--- config.mk ---
export PLATFORM = sky130hd
export DESIGN_NAME = data_mem_arbiter
export DESIGN_NICKNAME = d
export VERILOG_FILES = /design/src/rtl/data_mem_arb_pkg.sv /design/src/rtl/data_mem_arbiter_rr_select.sv /design/src/rtl/data_mem_arbiter.sv
export SDC_FILE = /design/constraint.sdc
export NUM_CORES = 1
export LEC_CHECK = 0
export CORE_ASPECT_RATIO = 0.75
export CORE_MARGIN = 2
export CORE_UTILIZATION = 37
export CTS_CLUSTER_SIZE = 14
export DETAILED_ROUTE_END_ITERATION = 6
export GPL_TIMING_DRIVEN = 0
export MAX_ROUTING_LAYER = met4
export PLACE_DENSITY = 0.8
export SKIP_LAST_GASP = 1
export SYNTH_ARGS = -nofsm -noshare
export SYNTH_HDL_FRONTEND = slang
export SYNTH_SLANG_ARGS = --single-unit
--- constraint.sdc ---
create_clock -name clk -period 3.2 [get_ports clk]
set_input_delay 0.64 -clock clk [delete_from_list [all_inputs] [get_ports clk]]
set_output_delay 0.64 -clock clk [all_outputs]
set_load 0.01 [all_outputs]
--- src/rtl/data_mem_arb_pkg.sv ---
// Shared types and helpers for the data-memory arbiter.
// Holds the arbiter FSM state encoding and the channel-index width helper.
package data_mem_arb_pkg;

   typedef enum logic [1:0] {
      IDLE       = 2'd0,
      READ_WAIT  = 2'd1,
      WRITE_WAIT = 2'd2,
      RELEASE    = 2'd3
   } arb_state_t;

   // Bits needed to index one of num_consumers channels (at least 1).
   function automatic int index_bits(input int num_consumers);
      return (num_consumers > 1) ? $clog2(num_consumers) : 1;
   endfunction

endpackage

--- src/rtl/data_mem_arbiter_rr_select.sv ---
// Round-robin selector: picks the first pending channel at or after rr_ptr,
// scanning upward and wrapping past the top channel. Purely combinational.
module rr_select #(
   parameter int NUM_CONSUMERS = 4,
   parameter int INDEX_BITS    = 2
) (
   input  logic [NUM_CONSUMERS-1:0] pending,
   input  logic [INDEX_BITS-1:0]    rr_ptr,
   output logic                     grant_valid,
   output logic [INDEX_BITS-1:0]    grant_index
);

   localparam logic [INDEX_BITS:0] NUM_WIDE = (INDEX_BITS+1)'(NUM_CONSUMERS);

   // rotated[k] is the pending bit of the channel k places after rr_ptr
   logic [NUM_CONSUMERS-1:0] rotated;
   logic [INDEX_BITS-1:0]    offset;
   logic [INDEX_BITS:0]      grant_sum;

   genvar gi;
   generate
      for (gi = 0; gi < NUM_CONSUMERS; gi++) begin : g_rotate
         logic [INDEX_BITS:0]   sum;
         logic [INDEX_BITS-1:0] src;
         assign sum = {1'b0, rr_ptr} + (INDEX_BITS+1)'(gi);
         assign src = (sum >= NUM_WIDE) ? INDEX_BITS'(sum - NUM_WIDE) : INDEX_BITS'(sum);
         assign rotated[gi] = pending[src];
      end
   endgenerate

   // Lowest set bit of the rotated vector is the distance from the pointer
   always_comb begin
      offset = '0;
      for (int k = NUM_CONSUMERS - 1; k >= 0; k--) begin
         if (rotated[k]) begin
            offset = INDEX_BITS'(k);
         end
      end
   end

   assign grant_valid = |rotated;
   assign grant_sum   = {1'b0, rr_ptr} + {1'b0, offset};
   assign grant_index = (grant_sum >= NUM_WIDE) ? INDEX_BITS'(grant_sum - NUM_WIDE)
                                                : INDEX_BITS'(grant_sum);

endmodule

--- src/rtl/data_mem_arbiter.sv ---
// Round-robin arbiter sharing one data-memory port among LSU channels.
// One transaction at a time: grant, wait for memory, hand ready back to the
// winner, then wait for the winner to drop its valid before re-arbitrating.
// Build option: DATA_MEM_ARB_WRITE_EN enables write arbitration; without it
// the block is read-only and every write-side output is held at 0.
module data_mem_arbiter
   import data_mem_arb_pkg::*;
#(
   parameter int ADDR_BITS     = 8,
   parameter int DATA_BITS     = 8,
   parameter int NUM_CONSUMERS = 4
) (
   input  logic                               clk,
   input  logic                               reset,
   input  logic [NUM_CONSUMERS-1:0]           consumer_read_valid,
   input  logic [NUM_CONSUMERS*ADDR_BITS-1:0] consumer_read_address,
   output logic [NUM_CONSUMERS-1:0]           consumer_read_ready,
   output logic [NUM_CONSUMERS*DATA_BITS-1:0] consumer_read_data,
   input  logic [NUM_CONSUMERS-1:0]           consumer_write_valid,
   input  logic [NUM_CONSUMERS*ADDR_BITS-1:0] consumer_write_address,
   input  logic [NUM_CONSUMERS*DATA_BITS-1:0] consumer_write_data,
   output logic [NUM_CONSUMERS-1:0]           consumer_write_ready,
   output logic                               mem_read_valid,
   output logic [ADDR_BITS-1:0]               mem_read_address,
   input  logic                               mem_read_ready,
   input  logic [DATA_BITS-1:0]               mem_read_data,
   output logic                               mem_write_valid,
   output logic [ADDR_BITS-1:0]               mem_write_address,
   output logic [DATA_BITS-1:0]               mem_write_data,
   input  logic                               mem_write_ready
);

   localparam int IB = index_bits(NUM_CONSUMERS);

   arb_state_t                     state_reg, state_next;
   logic [IB-1:0]                  winner_reg, winner_next;
   logic [IB-1:0]                  rr_ptr_reg, rr_ptr_next;
   logic [NUM_CONSUMERS-1:0]       read_ready_reg, read_ready_next;
   logic [NUM_CONSUMERS*DATA_BITS-1:0] read_data_reg, read_data_next;
   logic [NUM_CONSUMERS-1:0]       write_ready_reg, write_ready_next;
   logic                           mem_rd_valid_reg, mem_rd_valid_next;
   logic [ADDR_BITS-1:0]           mem_rd_addr_reg, mem_rd_addr_next;
   logic                           mem_wr_valid_reg, mem_wr_valid_next;
   logic [ADDR_BITS-1:0]           mem_wr_addr_reg, mem_wr_addr_next;
   logic [DATA_BITS-1:0]           mem_wr_data_reg, mem_wr_data_next;

   // Write-side requests and completions as seen by the FSM
   logic [NUM_CONSUMERS-1:0] write_req;
   logic                     write_done;
   logic [NUM_CONSUMERS-1:0] pending;
   logic                     grant_valid;
   logic [IB-1:0]            grant_index;

`ifdef DATA_MEM_ARB_WRITE_EN
   assign write_req  = consumer_write_valid;
   assign write_done = mem_write_ready;
`else
   // Read-only build: write requests never become pending
   assign write_req  = '0;
   assign write_done = 1'b0;
   logic unused_write_inputs;
   assign unused_write_inputs = ^{consumer_write_valid, mem_write_ready};
`endif

   assign pending = consumer_read_valid | write_req;

   rr_select #(
      .NUM_CONSUMERS (NUM_CONSUMERS),
      .INDEX_BITS    (IB)
   ) u_rr_select (
      .pending     (pending),
      .rr_ptr      (rr_ptr_reg),
      .grant_valid (grant_valid),
      .grant_index (grant_index)
   );

   // State and registered outputs; reset abandons any in-flight request
   always_ff @(posedge clk or negedge reset) begin
      if (!reset) begin
         state_reg        <= IDLE;
         winner_reg       <= '0;
         rr_ptr_reg       <= '0;
         read_ready_reg   <= '0;
         read_data_reg    <= '0;
         write_ready_reg  <= '0;
         mem_rd_valid_reg <= 1'b0;
         mem_rd_addr_reg  <= '0;
         mem_wr_valid_reg <= 1'b0;
         mem_wr_addr_reg  <= '0;
         mem_wr_data_reg  <= '0;
      end else begin
         state_reg        <= state_next;
         winner_reg       <= winner_next;
         rr_ptr_reg       <= rr_ptr_next;
         read_ready_reg   <= read_ready_next;
         read_data_reg    <= read_data_next;
         write_ready_reg  <= write_ready_next;
         mem_rd_valid_reg <= mem_rd_valid_next;
         mem_rd_addr_reg  <= mem_rd_addr_next;
         mem_wr_valid_reg <= mem_wr_valid_next;
         mem_wr_addr_reg  <= mem_wr_addr_next;
         mem_wr_data_reg  <= mem_wr_data_next;
      end
   end

   // Next-state and next-output logic; everything holds unless changed below
   always_comb begin
      state_next        = state_reg;
      winner_next       = winner_reg;
      rr_ptr_next       = rr_ptr_reg;
      read_ready_next   = read_ready_reg;
      read_data_next    = read_data_reg;
      write_ready_next  = write_ready_reg;
      mem_rd_valid_next = mem_rd_valid_reg;
      mem_rd_addr_next  = mem_rd_addr_reg;
      mem_wr_valid_next = mem_wr_valid_reg;
      mem_wr_addr_next  = mem_wr_addr_reg;
      mem_wr_data_next  = mem_wr_data_reg;

      case (state_reg)
         IDLE: begin
            if (grant_valid) begin
               winner_next = grant_index;
               rr_ptr_next = (grant_index == IB'(NUM_CONSUMERS - 1)) ? '0 : grant_index + IB'(1);
               // A read beats a simultaneous write on the same channel
               if (consumer_read_valid[grant_index]) begin
                  mem_rd_valid_next = 1'b1;
                  mem_rd_addr_next  = consumer_read_address[grant_index*ADDR_BITS +: ADDR_BITS];
                  state_next        = READ_WAIT;
               end else begin
                  mem_wr_valid_next = 1'b1;
                  mem_wr_addr_next  = consumer_write_address[grant_index*ADDR_BITS +: ADDR_BITS];
                  mem_wr_data_next  = consumer_write_data[grant_index*DATA_BITS +: DATA_BITS];
                  state_next        = WRITE_WAIT;
               end
            end
         end
         READ_WAIT: begin
            if (mem_read_ready) begin
               mem_rd_valid_next = 1'b0;
               read_data_next[winner_reg*DATA_BITS +: DATA_BITS] = mem_read_data;
               read_ready_next[winner_reg] = 1'b1;
               state_next = RELEASE;
            end
         end
         WRITE_WAIT: begin
            if (write_done) begin
               mem_wr_valid_next = 1'b0;
               write_ready_next[winner_reg] = 1'b1;
               state_next = RELEASE;
            end
         end
         RELEASE: begin
            // Wait for the winner to retire the request it was served for
            if (read_ready_reg[winner_reg]) begin
               if (!consumer_read_valid[winner_reg]) begin
                  read_ready_next[winner_reg] = 1'b0;
                  state_next = IDLE;
               end
            end else if (!write_req[winner_reg]) begin
               write_ready_next[winner_reg] = 1'b0;
               state_next = IDLE;
            end
         end
         default: state_next = IDLE;
      endcase

`ifndef DATA_MEM_ARB_WRITE_EN
      mem_wr_valid_next = 1'b0;
      mem_wr_addr_next  = '0;
      mem_wr_data_next  = '0;
      write_ready_next  = '0;
`endif
   end

   assign consumer_read_ready  = read_ready_reg;
   assign consumer_read_data   = read_data_reg;
   assign consumer_write_ready = write_ready_reg;
   assign mem_read_valid       = mem_rd_valid_reg;
   assign mem_read_address     = mem_rd_addr_reg;
   assign mem_write_valid      = mem_wr_valid_reg;
   assign mem_write_address    = mem_wr_addr_reg;
   assign mem_write_data       = mem_wr_data_reg;

endmodule

Yosys cells after proc, flatten, opt, wreduce, memory -nomap -nowiden. Cells that the tools add are included.

Output and inout port bits: 66. Word-level logic and storage cells: 103. Register bits: 51. Input port bits: 116.

Shifts and indexed selects: 3. Reductions and logical operators: 11. $lt $le $gt $ge: 12. Bitwise logic cells: 4. $add $sub $neg: 11. Equality and inequality tests: 11. Mux-type cells: 44.

Operator list (number): $neg A5 Y34 (1); $shift A8 B34 Y32 const A (1); $shiftx A8 B34 Y32 (1); $bwmux W32 (1); $mux W2 (16); $shiftx A32 B6 Y8 (1); $lt A2 B3 Y1 const B (6); $bmux W1 S2 (8); $ge A3 B3 Y1 const B (4); $mux W1 (12); $mux W4 (3); $ne A2 B2 Y1 const B (5); $sub A2 B1 Y2 const B (5); $pmux W4 S2 (1); $reduce_and A4 Y1 (2); $add A2 B2 Y3 const B (2); $eq A2 B2 Y1 const B (3); $ne A3 B3 Y1 const B (2); $pmux W2 S3 (1); $reduce_and A5 Y1 (1); $and A4 B4 Y4 (1); $not A4 Y4 (1); $or A4 B4 Y4 (1); $reduce_and A2 Y1 (2); 14 further kinds (15).

Longest topological paths before layout.
Depth after elaboration: 17. Gate-level depth with buffers: 12. Depth with buffers taken out: 10.

By module. A second synthesis with hierarchy kept.

Cells, all modules: 284. Area, all modules: 2831.5 um^2.

By module, submodules not included: data_mem_arbiter (cells an instance 259, area an instance 2665.1 um^2, sequential area each 1276.2 um^2, instances 1); rr_select (cells an instance 25, area an instance 166.4 um^2, sequential area each 0.0 um^2, instances 1).

Least setup slack after synthesis. OpenSTA, ideal clock, no wires.

Path type: input to register. Start point: input port consumer_read_valid[1]. End point: register mem_rd_addr_reg[0] (netlist: mem_read_address[0]). Data required time: 3.075 ns. Stages: 11. Path buffers: 3. Data arrival time: 3.056 ns. Library setup time: 0.125 ns. Slack: 0.019 ns. Cells stage by stage: buf_2 nor2b_1 a221o_1 nand2_1 o221ai_1 ha_1 buf_1 buf_1 mux2i_1 mux2i_1 mux2_4.

Word-level cells in the longest chain between the ends: 12. Elaborated cells between the ends (all ways): 21. Classes of those cells: 2 x add/sub; 1 x order compare; 1 x shift; 15 x mux; 2 x reduce/logical.

RTL lines: start: declaration (RTL line data_mem_arbiter.sv:15) `input logic [NUM_CONSUMERS-1:0] consumer_read_valid,`; $bmux W1 S2 (RTL line data_mem_arbiter_rr_select.sv:27) `assign rotated[gi] = pending[src];`; $mux W1 (implied by the code) (RTL line data_mem_arbiter_rr_select.sv:27); $mux W2 (3 in a row) (RTL line data_mem_arbiter_rr_select.sv:35) `if (rotated[k]) begin`; $mux W2 (*) (RTL line data_mem_arbiter_rr_select.sv:35); $add A2 B2 Y3 (*) (RTL line data_mem_arbiter_rr_select.sv:42) `assign grant_sum = {1'b0, rr_ptr} + {1'b0, offset};`; $ge A3 B3 Y1 / $sub A2 B1 Y2 (equally long branches) (RTL line data_mem_arbiter_rr_select.sv:43) `assign grant_index = (grant_sum >= NUM_WIDE) ? INDEX_BITS'(grant_sum - NUM_WIDE)`; $mux W2 (*) (RTL line data_mem_arbiter_rr_select.sv:43); via grant_index[0] (RTL line data_mem_arbiter.sv:52) `logic [IB-1:0] grant_index;`; branches (longest 3 deep; another with $shiftx A32 B6 Y8); end signal: assignment (RTL line data_mem_arbiter.sv:99) `mem_rd_addr_reg <= mem_rd_addr_next;`; end: declaration (RTL line data_mem_arbiter.sv:42) `logic [ADDR_BITS-1:0] mem_rd_addr_reg, mem_rd_addr_next;`.

Mark *: on every way through the listed nets, which the timed path passes. The select of a mux whose other input is x is not followed. A chain may end at the register's enable or synchronous reset.

Final worst setup path.
Start point: input port consumer_read_valid[3]. End point: register mem_rd_addr_reg[5] (netlist: mem_read_address[5]).

Word-level cells in the longest chain between the ends: 12. Elaborated cells between the ends (all ways): 21. Classes of those cells: 2 x add/sub; 1 x order compare; 1 x shift; 15 x mux; 2 x reduce/logical.

RTL lines: branches (longest 12 deep; another with $add A2 B2 Y3).

Several ways; the timed one is not identified. The select of a mux whose other input is x is not followed.

==> out/summary.txt <==
Routed WL per cell: 14.0 µm
max reg flops: 32
crit end category: register
Tot GR Track Use: 17.7%
Rows: 27
Slowest-stage cell, CP: clkdlybuf4s50_1
CP bufs+invs: 2
hpwl dp: 5.62 mm
HP Class: in2async
Core ar.: 7400 µm²
CTS H-tree lvls: 2
library cells used by synthesis: 35
WS Path Type: in2reg
period utilization: 92.4%
slew at the pin closest to its max-slew limit: 886 ps
max-cap violations: 0
gp weighted congestion: 0.798
Pleak: 1.84 nW
Yosys top cell by area: dfrtp_1
WL final: 7.29 mm
critical path fanouts, max: 9
Final Slew Violations: 0
worst clock skew: 3.39 ps
Critical Path Source Type: input port
Cell Area, Synth: 2850 µm²
unrepaired setup endpoints after global routing: false
I/O Pins: 182
grt total ovfl: 0
design area: 4080 µm²
power per cell area: 885 nW/µm²
hold buffer count at cts: 0
Hold Violations, Final: 0
layout cells sized above 1: 12.8%
DRC: 0
Clock Sinks: 51
TritonCTS clock tree: yes
die footprint: 8430 µm²
top post-synthesis cells by area: dfrtp_1, nand2_1, mux2i_1
Mapped Cells: 301
Root Driver: clkbuf_8
Die Height: 80.0 µm
worst path cell trace: clkdlybuf4s50_1 > nor2_1 > nand2_1 > o221ai_1 > ha_1 > xnor2_1 > and3_1 > or2_1 > o211ai_4 > buf_12 > mux2_4
Via-to-Cell Ratio: 4.75
CTS max path bufs: 2
r2r startpoint: rr_ptr_reg[0]$_DFFE_PN0N_
Initial Util: 38.5%
Non-Filler Instances: 522
syn_area_per_cell: 9.47 µm²
n_diodes: 0
DR iter-0 viols: 101
CP top delay family: simple AND/OR/NAND/NOR gates
run status: finished, final reports clean
post-synthesis sequential area ratio: 44.8%
Pre-antenna DRT Iters: 4
initial antenna violation count: 0
setup violators final: 0
final net count: 542
max incr delay on CP: 570 ps
Max Clk Rate: 338 MHz
post-layout min period: 2960 ps
YS warnings: 0
Antenna Violating Nets Remaining: 0
Peak VDD IR: 0.400 mV
r2r endpoint: mem_read_address[5]$_DFFE_PN0P_
flop2flop setup slack: 390 ps
DP Area: 3960 µm²
Clock transition at path regs: 90 ps
first-pass GRT wire length: 11.6 mm
number of global-route vias before repair: 2269
largest net degree at the start of global routing: 40
Rel. slew slack: 40.8%
Die X-Extent: 105 µm
Synth top area share: 44.8%
Critical Path AT: 3150 ps
Num CTS Buffers: 5
Buffers on Ports: 89
flops & latches, synth: 51
total number of vias: 2477
Area growth syn-to-layout: 43.3%
required time of the critical path: 3400 ps
R2R depth: 12
placed cells: 512
worst skew pair latency: 300 ps
-- per-stage QoR --
step                      setup TNS (ps)  utilization, %  total power, mW  setup slack, ps  hold slack [ps]
after floorplan                        0               -             2.43             19.5              344
after global placement             -9420            53.3             3.13             -976              465
after detailed placement          -10540            53.5             3.18            -1060              476
after CTS                              0            55.1             3.63             37.5              220
after global routing                   0            55.2             3.87              106              227
final                                  0            55.2             3.61              244              210
-- where the power goes --
group / total (mW) / switching, mW / internal, mW
clock: 0.373 / 0.218 / 0.154
sequential: 1.03 / 0.153 / 0.880
combinational: 2.21 / 1.04 / 1.17
-- worst max path at each step --
stage,startpoint,end,depth (start not counted)
final,consumer_read_valid[3],mem_read_address[5]$_DFFE_PN0P_,11
after global routing,consumer_read_valid[3],mem_read_address[0]$_DFFE_PN0P_,11
after CTS,consumer_read_valid[0],mem_read_address[5]$_DFFE_PN0P_,12
after detailed placement,consumer_read_valid[0],mem_read_address[0]$_DFFE_PN0P_,11
after global placement,consumer_read_valid[0],mem_read_address[2]$_DFFE_PN0P_,11
after floorplan,consumer_read_valid[1],mem_read_address[0]$_DFFE_PN0P_,11
-- cells by family after synthesis --
kind of cell,after synthesis,synth area share [%]
and+or+nand+nor,112,16.2
AOI/OAI and AO/OA,54,11.5
DFF,51,44.8
muxes,37,15.5
buffers and inverters,36,8.04
adders and majority gates,6,2.63
xor gates and xnor gates,4,1.23
other,1,0.132
-- what timing repair did --
item,in CTS,in global routing
endpoints found under the setup margin,11,8
buffers inserted,2,0
resized for setup,4,1
pin swaps,1,0
-- per-layer routing --
| layer | wire (µm) | GRT usage [%] | share of wire (%) |
|---|---|---|---|
| met1 | 3320 | 23.8 | 46 |
| met2 | 3440 | 26.8 | 47 |
| met3 | 494 | 5.14 | 6.8 |
| met4 | 35 | 3.07 | 0.48 |
| met5 | 0 | - | 0 |
-- synthesized netlist by cell type, drive strengths merged --
| library cell | instances |
|---|---|
| a32oi | 1 |
| a221o | 1 |
| a21oi | 4 |
| o21ai | 39 |
| a211oi | 1 |
| o22ai | 1 |
| mux4 | 2 |
| nor2b | 2 |
| mux2 | 10 |
| a41oi | 1 |
| a211o | 1 |
| nand2 | 93 |
| nor2 | 5 |
| dfrtp | 51 |
| clkbuf | 6 |
| o211ai | 1 |
| o221ai | 2 |
| or2 | 2 |
| nand2b | 1 |
| ha | 6 |
| o21a | 1 |
| and3 | 1 |
| mux2i | 25 |
| inv | 2 |
| conb | 1 |
| nor3b | 6 |
| nor3 | 2 |
| buf | 28 |
| o22a | 1 |
| xnor2 | 4 |
-- cells in the final DEF (no fill, tap or decap), drive strengths merged, types with 2 or more instances in the layout --
cell type and count:
nand2 93, clkdlybuf4s50 87, dfrtp 51, o21ai 39, buf 32, mux2i 25
conb 21, clkbuf 11, mux2 10, nor3b 6, ha 6, nor2 5
xnor2 4, a21oi 4, inv 3, o221ai 2, nor2b 2, or2 2
nor3 2, mux4 2, clkinv 2
-- final cells by class --
type                            instances  area, µm²
Timing Repair Buffer                   92        936
Inverter                                2       7.51
Fill cell                             656       3320
Multi-Input combinational cell        234       1420
Sequential cell                        51       1280
Clock inverter                          3       18.8
Buffer                                 34        229
Clock buffer                            5       68.8
Tap cell                              101        126
Note: power is estimated with default switching activity, not from simulation.
